**config.mk**
```make
export PLATFORM = sky130hd
export DESIGN_NAME = shift_cmd_sequencer_flat
export DESIGN_NICKNAME = d
export VERILOG_FILES = /design/src/rtl/shift_cmd_sequencer_if.sv /design/src/rtl/shift_cmd_sequencer.sv /design/src/flat_wrapper.sv
export SDC_FILE = /design/constraint.sdc
export NUM_CORES = 1
export LEC_CHECK = 0
export CAP_MARGIN = 20
export CORE_ASPECT_RATIO = 0.8
export CORE_MARGIN = 5
export CORE_UTILIZATION = 39
export CTS_BUF_LIST = sky130_fd_sc_hd__clkbuf_4
export CTS_CLUSTER_DIAMETER = 80
export CTS_CLUSTER_SIZE = 25
export DETAILED_ROUTE_END_ITERATION = 8
export PLACE_DENSITY = 0.73
export RECOVER_POWER = 50
export SETUP_SLACK_MARGIN = 0.4
export SLEW_MARGIN = 25
export SYNTH_ARGS = -nofsm -noshare
export SYNTH_HDL_FRONTEND = slang
export SYNTH_SLANG_ARGS = --single-unit
```
**constraint.sdc**
```tcl
create_clock -name clk -period 4.43 [get_ports clk]
set_clock_uncertainty 0.1 [all_clocks]
set_input_delay 0.886 -clock clk [delete_from_list [all_inputs] [get_ports clk]]
set_output_delay 0.886 -clock clk [all_outputs]
set_load 0.03 [all_outputs]
```
**src/rtl/shift_cmd_sequencer_if.sv**
```systemverilog
// ---------------------------------------------------------------------------
// shift_cmd_sequencer_if : command, shifter and result signals of the sequencer
// Revision: 1.0
// ---------------------------------------------------------------------------
`default_nettype none

interface shift_cmd_sequencer_if;
   logic       cmd_valid;
   logic       cmd_ready;
   logic [7:0] cmd_data;
   logic [2:0] cmd_amt;
   logic       cmd_dir;

   logic [7:0] sh_a_out;
   logic [2:0] sh_amt_out;
   logic       sh_sel_out;
   logic [7:0] sh_result_in;

   logic       res_valid;
   logic       res_ready;
   logic [7:0] res_data;

   modport slave (
      input  cmd_valid, cmd_data, cmd_amt, cmd_dir, sh_result_in, res_ready,
      output cmd_ready, sh_a_out, sh_amt_out, sh_sel_out, res_valid, res_data
   );

   modport master (
      output cmd_valid, cmd_data, cmd_amt, cmd_dir, sh_result_in, res_ready,
      input  cmd_ready, sh_a_out, sh_amt_out, sh_sel_out, res_valid, res_data
   );
endinterface

`default_nettype wire

```
**src/rtl/shift_cmd_sequencer.sv**
```systemverilog
// ---------------------------------------------------------------------------
// shift_cmd_sequencer : FIFO-buffered register front/back end for an 8-bit rotator.
// Optional result counter enabled by SHIFT_CMD_SEQ_COUNT_EN.   Revision: 1.0
// ---------------------------------------------------------------------------
`default_nettype none

module shift_cmd_sequencer #(
   parameter int FIFO_AW = 2
) (
   input  logic                  clk,
   input  logic                  reset,
   shift_cmd_sequencer_if.slave  bus
`ifdef SHIFT_CMD_SEQ_COUNT_EN
   ,
   output logic [15:0]           res_count
`endif
);

   localparam int              DEPTH      = 1 << FIFO_AW;
   localparam logic [FIFO_AW-1:0] PTR_ONE = FIFO_AW'(1);
   localparam logic [FIFO_AW:0]   CNT_ONE = (FIFO_AW + 1)'(1);
   localparam logic [FIFO_AW:0]   CNT_FULL = CNT_ONE << FIFO_AW;

   typedef enum logic [1:0] {
      IDLE = 2'd0,
      EXEC = 2'd1,
      OUT  = 2'd2
   } state_t;

   state_t state_q, state_d;

   logic [11:0]        mem [DEPTH];
   logic [FIFO_AW-1:0] wr_ptr_q, rd_ptr_q;
   logic [FIFO_AW:0]   count_q;

   logic [7:0] sh_a_q;
   logic [2:0] sh_amt_q;
   logic       sh_sel_q;
   logic       res_valid_q;
   logic [7:0] res_data_q;

   logic fifo_empty;
   logic cmd_ready;
   logic push;
   logic pop;
   logic capture;
   logic release_out;

   assign fifo_empty = (count_q == '0);
   assign cmd_ready  = (count_q != CNT_FULL);
   assign push       = bus.cmd_valid && cmd_ready;

   assign bus.cmd_ready  = cmd_ready;
   assign bus.sh_a_out   = sh_a_q;
   assign bus.sh_amt_out = sh_amt_q;
   assign bus.sh_sel_out = sh_sel_q;
   assign bus.res_valid  = res_valid_q;
   assign bus.res_data   = res_data_q;

   // Pops look at the registered count, so a same-cycle push is not yet visible.
   always_comb begin
      state_d     = state_q;
      pop         = 1'b0;
      capture     = 1'b0;
      release_out = 1'b0;
      case (state_q)
         IDLE: begin
            if (!fifo_empty) begin
               pop     = 1'b1;
               state_d = EXEC;
            end
         end
         EXEC: begin
            capture = 1'b1;
            state_d = OUT;
         end
         OUT: begin
            if (bus.res_ready) begin
               release_out = 1'b1;
               if (!fifo_empty) begin
                  pop     = 1'b1;
                  state_d = EXEC;
               end else begin
                  state_d = IDLE;
               end
            end
         end
         default: state_d = IDLE;
      endcase
   end

   always_ff @(posedge clk) begin
      if (reset) begin
         state_q <= IDLE;
      end else begin
         state_q <= state_d;
      end
   end

   always_ff @(posedge clk) begin
      if (push) begin
         mem[wr_ptr_q] <= {bus.cmd_dir, bus.cmd_amt, bus.cmd_data};
      end
   end

   always_ff @(posedge clk) begin
      if (reset) begin
         wr_ptr_q <= '0;
         rd_ptr_q <= '0;
         count_q  <= '0;
      end else begin
         if (push) begin
            wr_ptr_q <= wr_ptr_q + PTR_ONE;
         end
         if (pop) begin
            rd_ptr_q <= rd_ptr_q + PTR_ONE;
         end
         case ({push, pop})
            2'b10:   count_q <= count_q + CNT_ONE;
            2'b01:   count_q <= count_q - CNT_ONE;
            default: count_q <= count_q;
         endcase
      end
   end

   always_ff @(posedge clk) begin
      if (reset) begin
         sh_a_q      <= '0;
         sh_amt_q    <= '0;
         sh_sel_q    <= 1'b0;
         res_valid_q <= 1'b0;
         res_data_q  <= '0;
      end else begin
         if (pop) begin
            {sh_sel_q, sh_amt_q, sh_a_q} <= mem[rd_ptr_q];
         end
         if (capture) begin
            res_data_q  <= bus.sh_result_in;
            res_valid_q <= 1'b1;
         end else if (release_out) begin
            res_valid_q <= 1'b0;
         end
      end
   end

`ifdef SHIFT_CMD_SEQ_COUNT_EN
   always_ff @(posedge clk) begin
      if (reset) begin
         res_count <= '0;
      end else if (res_valid_q && bus.res_ready && (res_count != 16'hFFFF)) begin
         res_count <= res_count + 16'd1;
      end
   end
`endif

endmodule

`default_nettype wire
```
**src/flat_wrapper.sv**
```systemverilog
// flat-port wrapper written by rule: the top's interface ports become plain ports
module shift_cmd_sequencer_flat 
#(
   parameter int FIFO_AW = 2
)
  (clk, reset, bus_cmd_valid, bus_cmd_data, bus_cmd_amt, bus_cmd_dir, bus_sh_result_in, bus_res_ready, bus_cmd_ready, bus_sh_a_out, bus_sh_amt_out, bus_sh_sel_out, bus_res_valid, bus_res_data);
  shift_cmd_sequencer_if bus_i ();
  input  logic clk;
  input  logic reset;
  input wire logic [$bits(bus_i.cmd_valid)-1:0] bus_cmd_valid;
  input wire logic [$bits(bus_i.cmd_data)-1:0] bus_cmd_data;
  input wire logic [$bits(bus_i.cmd_amt)-1:0] bus_cmd_amt;
  input wire logic [$bits(bus_i.cmd_dir)-1:0] bus_cmd_dir;
  input wire logic [$bits(bus_i.sh_result_in)-1:0] bus_sh_result_in;
  input wire logic [$bits(bus_i.res_ready)-1:0] bus_res_ready;
  output wire logic [$bits(bus_i.cmd_ready)-1:0] bus_cmd_ready;
  output wire logic [$bits(bus_i.sh_a_out)-1:0] bus_sh_a_out;
  output wire logic [$bits(bus_i.sh_amt_out)-1:0] bus_sh_amt_out;
  output wire logic [$bits(bus_i.sh_sel_out)-1:0] bus_sh_sel_out;
  output wire logic [$bits(bus_i.res_valid)-1:0] bus_res_valid;
  output wire logic [$bits(bus_i.res_data)-1:0] bus_res_data;
  assign bus_i.cmd_valid = bus_cmd_valid;
  assign bus_i.cmd_data = bus_cmd_data;
  assign bus_i.cmd_amt = bus_cmd_amt;
  assign bus_i.cmd_dir = bus_cmd_dir;
  assign bus_i.sh_result_in = bus_sh_result_in;
  assign bus_i.res_ready = bus_res_ready;
  assign bus_cmd_ready = bus_i.cmd_ready;
  assign bus_sh_a_out = bus_i.sh_a_out;
  assign bus_sh_amt_out = bus_i.sh_amt_out;
  assign bus_sh_sel_out = bus_i.sh_sel_out;
  assign bus_res_valid = bus_i.res_valid;
  assign bus_res_data = bus_i.res_data;
  shift_cmd_sequencer #(.FIFO_AW(FIFO_AW)) u_core (.clk(clk), .reset(reset), .bus(bus_i));
endmodule
```
# Word level (Yosys, flattened, before mapping)
# Memory sizes are Yosys's and may differ from the RTL's. A register that Yosys moved wholly into a read port is not among the register bits.
# Cells that the tools add are included.
op_classes:
  n_eq_ne: 7
  n_reduce_logical: 6
  add_sub_neg: 4
  mux: 15
ops:
  columns: ["op", "n"]
  rows:
  - ["$mux 1", 10]
  - ["$pmux 2 s3", 1]
  - ["$pmux 3 s2", 1]
  - ["$add 2x1->2 const B", 2]
  - ["$eq 2x1->1 const B", 2]
  - ["$eq 2x2->1 const B", 2]
  - ["$mux 2", 2]
  - ["$ne 2x2->1 const B", 2]
  - ["$reduce_bool 2->1", 2]
  - ["$add 3x1->3 const B", 1]
  - ["$logic_not 3->1", 1]
  - ["$ne 3x3->1 const B", 1]
  - ["$sub 3x1->3 const B", 1]
  - ["$logic_not 2->1", 1]
  - ["$pmux 1 s2", 1]
  - ["$reduce_and 2->1", 1]
  - ["$logic_and 1x1->1", 1]
word_totals:
  out_inout_bits: 22
  wordCells: 39
  ff_bits: 18
  mem_bits_rw: 48
  n_memories: 1
mem_list:
  columns: ["name", "depth", "word_bits", "read_ports", "rd_ports_with_merged_regs", "write_ports", "line", "rtl"]
  rows:
  - ["u_core.mem", 4, 12, 1, 1, 1, "shift_cmd_sequencer.sv:32", "logic [11:0] mem [DEPTH];"]

# Longest topological paths before layout
depth:
  depth_word: 6
  depth_mapped: 8

# Worst setup path before layout
# No wires, ideal clock.
synth_path:
  path_type: "in2reg"
  from: "input port bus_res_ready"
  to: "register u_core.count_q[2]"
  path_buffers: 1
  setup_slack_ns: 1.646
  arrival_time_ns: 2.614
  cell_stages: 8
  cell_sequence: "nor2b_1 nor3_1 buf_2 ha_1 fa_1 xnor2_1 or3_1 a21oi_1"
synth_via:
  elab_chain_len: 4
  elab_cells_between_ends: 6
synth_lines:
  columns: ["element", "line", "rtl"]
  rows:
  - ["start: declaration", "flat_wrapper.sv:15", "input wire logic [$bits(bus_i.res_ready)-1:0] bus_res_ready;"]
  - ["$mux 1 (*)", "shift_cmd_sequencer.sv:78", "if (bus.res_ready) begin"]
  - ["$pmux 1 s2 (*)", "shift_cmd_sequencer.sv:66", "case (state_q)"]
  - ["named net u_core.pop", "shift_cmd_sequencer.sv:45", "logic pop;"]
  - ["$eq 2x1->1 or $eq 2x2->1 (tied branches)", "shift_cmd_sequencer.sv:118", "case ({push, pop})"]
  - ["$pmux 3 s2 or $reduce_bool 2->1 (tied branches)", null, null]
  - ["end signal: assignment", "shift_cmd_sequencer.sv:119", "2'b10: count_q <= count_q + CNT_ONE;"]
  - ["end signal: assignment", "shift_cmd_sequencer.sv:120", "2'b01: count_q <= count_q - CNT_ONE;"]
  - ["end signal: assignment", "shift_cmd_sequencer.sv:121", "default: count_q <= count_q;"]
  - ["end: declaration", "shift_cmd_sequencer.sv:34", "logic [FIFO_AW:0] count_q;"]
# Mark *: on every way through the listed nets, which the timed path passes. The rest lies on a longest branch.
# A chain may end at the register's enable or synchronous reset.

# Worst setup path in the final report
layout_path:
  from: "register u_core.count_q[0]"
  to: "output port bus_cmd_ready"
layout_via:
  elab_chain_len: 1
layout_lines:
  columns: ["element", "line", "rtl"]
  rows:
  - ["$ne 3x3->1", "shift_cmd_sequencer.sv:50", "assign cmd_ready = (count_q != CNT_FULL);"]
  - ["end: declaration", "flat_wrapper.sv:16", "output wire logic [$bits(bus_i.cmd_ready)-1:0] bus_cmd_ready;"]
# No other way between the ends.

==> reports/metrics.cfg <==
[min_path]
hold_path_class=reg2reg

[sta]
max_freq_mhz=335.9
setup-tns-final_ps=0
max-slew-margin-rel_pct=19.40
worst_pin_slew_ps=1209
slew_viol_final=0
setup_viol=0
rsz0062_at_grt=false
layout_worst_path_cycle_share_pct=67.20
fin_crit_ps=2977
hold_viol_final=0

[floorplanning]
core_mm2=0.007532
ios=46
start_util_pct=40.58
die_w_um=109.0
dieArea_mm2=0.009719
fp-row-count=28
die_h_um=89.19

[logic_synthesis]
syn_area_per_cell_um2=15.36
yosysWarnings=0
yosys.area.top_type=edfxtp_1
syn-num-nets=229
syn_area_mm2=0.003057
synth_top_area_share_pct=47.16
syn_inst=199
yosysUniqueCellTypes=35
ys_seq_area_share_pct=66.80
synth_area_leaders=edfxtp_1, dfxtp_1, mux4_1
synth_seq_cells=78

[power_and_ir_drop]
p_total_w=0.002157
ir_drop_v=0.0002363
power_density_mw_per_mm2=581.1
p_leak_nw=1.251

[clock_tree]
cts_tree=yes
htree_levels=3
cts_setup_buffers=0
clock_path_buffers=2
ctsRootBufferMaster=clkbuf_4
clk_latency_ps=420
cts.sinks=78
cts_hold_buf=0
ctsResizeCount=0
clk_pin_slew_ps=120
cts_buffers=9

[grt]
grtUsageMet1_pct=14.22
grt_max_degree=32
grt_pass1_wl_um=8728
grt-ovfl-total=0
grt_pass1_vias=1747
use_met3_pct=5.343
grt_usage_pct=12.51
antenna_found_initial=0
globalRouteMet2Util_pct=20.62
busiest_layer=met2

[worst_setup_path]
cp_data_required_time_ps=3440
critical_path_peak_fanout=10
cp.arrival_ps=1990
worstSetupEndpointType=output port
crit_type=reg2out
cp-start-kind=flip-flop

[drt]
drt-total-wl_um=5470
dr.pass1.iters=4
dr_total_vias=1719
wl_per_cell_um=15.41
route.detailed.drc=0
ant_nets=0
drt-initial-drc-count=57
routed_via_density=4.842

[layout]
nets=275
drive_above_1_share_pct=7.200
insertedDiodeCount=0
layout.cell_area.non_filler_mm2=0.003712
area_growth_pct=21.45

[placed_design]
hpwl_um=3665
place_area_mm2=0.003585
io_buffers=45
gp_congestion=0.7205

[job]
drv_cap=0

[outcome]
status=complete, no violations

[kinds of logic (layout without fill, tap and decap cells)]
family | after synthesis | count (layout) | synth area share [%]
flip-flops | 78 | 78 | 66.80
XOR/XNOR | 2 | 2 | 0.5732
AO/OA/AOI/OAI | 31 | 31 | 6.877
AND/OR/NAND/NOR | 51 | 51 | 9.046
buffers and inverters | 17 | 68 | 2.988
adder cells (fa/ha/maj) | 6 | 6 | 2.702
multiplexers | 14 | 14 | 11.01
[per-stage QoR]
step / cells / setup WS (ps) / hold slack [ps] / utilization [%]
finish: 355 / 1453 / 361.5 / 49.29
global route: 355 / 1335 / 380.6 / 49.29
CTS: 355 / 1393 / 364.2 / 49.47
detailed placement: 339 / 1117 / 346.1 / 47.59
global placement: 339 / 1175 / 340.2 / 47.59
floorplan: 199 / 1646 / 342.5 / -
[critical path, cell delays in order, from the launching register on]
cell and delay (ps):
dfxtp_1 390, or3b_1 530, clkdlybuf4s50_1 650
[Yosys cell counts, drive strengths merged]
| cell | instances |
|---|---|
| edfxtp | 48 |
| dfxtp | 30 |
| nand2 | 18 |
| a21oi | 13 |
| nand2b | 13 |
| mux4 | 12 |
| o2bb2ai | 12 |
| buf | 8 |
| clkbuf | 5 |
| ha | 5 |
| and3 | 4 |
| inv | 4 |
| nor2 | 4 |
| nor2b | 3 |
| a21o | 2 |
| nand3 | 2 |
| nor3 | 2 |
| o21ai | 2 |
| a211oi | 1 |
| fa | 1 |
| mux2 | 1 |
| mux2i | 1 |
| nor4 | 1 |
| nor4b | 1 |
| o31ai | 1 |
| or3 | 1 |
| or3b | 1 |
| or4 | 1 |
| xnor2 | 1 |
| xor2 | 1 |
[cell usage in the layout, fill, tap and decap left out]
cell type        instances
and3_1                   4
buf_4                    1
o21ai_0                  2
clkinv_1                 1
nor2_1                   4
mux2_2                   1
ha_1                     5
nor2b_1                  3
o2bb2ai_1               12
a211oi_1                 1
mux2i_1                  1
mux4_1                  12
or3_1                    1
or4_1                    1
nor4b_1                  1
clkbuf_1                 2
inv_1                    4
clkdlybuf4s50_1         32
nor3_2                   1
a21o_1                   2
dfxtp_1                 30
bufinv_16                1
nor4_1                   1
xnor2_1                  1
clkbuf_4                 9
inv_8                    1
clkinvlp_4               2
edfxtp_1                48
fa_1                     1
dlygate4sd3_1           13
a21oi_1                 13
nand2_1                 18
clkinv_2                 1
nand3_1                  2
o31ai_1                  1
nor3_1                   1
nand2b_1                13
or3b_1                   1
clkinv_4                 1
xor2_1                   1
[registers in the layout, summed over array words and instances, names as in the netlist]
signal,cells
u_core.bus.sh_a_out,8
u_core.state_q,2
u_core.mem,48
u_core.rd_ptr_q,2
u_core.bus.res_data,8
u_core.bus.res_valid,1
u_core.bus.sh_sel_out,1
u_core.bus.sh_amt_out,3
u_core.count_q,3
u_core.wr_ptr_q,2
[power breakdown]
group / switching (W) / internal [W] / leakage [nW]
sequential: 0.000113 / 0.000903 / 0.686
combinational: 0.000385 / 0.000337 / 0.493
clock: 0.000245 / 0.000174 / 0.0715
[worst paths after layout]
check	endpoint	start	depth (start not counted)	slack (ps)
min	u_core.bus.res_data[2]$_SDFFE_PP0P_	u_core.bus.res_data[2]$_SDFFE_PP0P_	2	360
max reg2reg	u_core.count_q[2]$_SDFFE_PP0P_	u_core.state_q[1]$_SDFFE_PP0P_	8	2020
max	bus_cmd_ready	u_core.count_q[0]$_SDFFE_PP0P_	2	1450
min reg2reg	u_core.bus.res_data[2]$_SDFFE_PP0P_	u_core.bus.res_data[2]$_SDFFE_PP0P_	2	360
[metal layers]
metal  vias to the layer above  part of all wire (%)
li1                        853                     -
met1                       823                    43
met2                        38                    51
met3                         5                   5.2
met4                         0                   1.3
met5                         -                     0
[area by class of cell]
type,count,area [um2]
Multi-Input combinational cell,104,917.1
Inverter,4,15.01
Clock inverter,7,73.82
Sequential cell,78,2042
Timing Repair Buffer,48,465.4
Tap cell,105,131.4
Clock buffer,9,67.56
Fill cell,647,3820
Note: power is estimated with default switching activity, not from simulation.
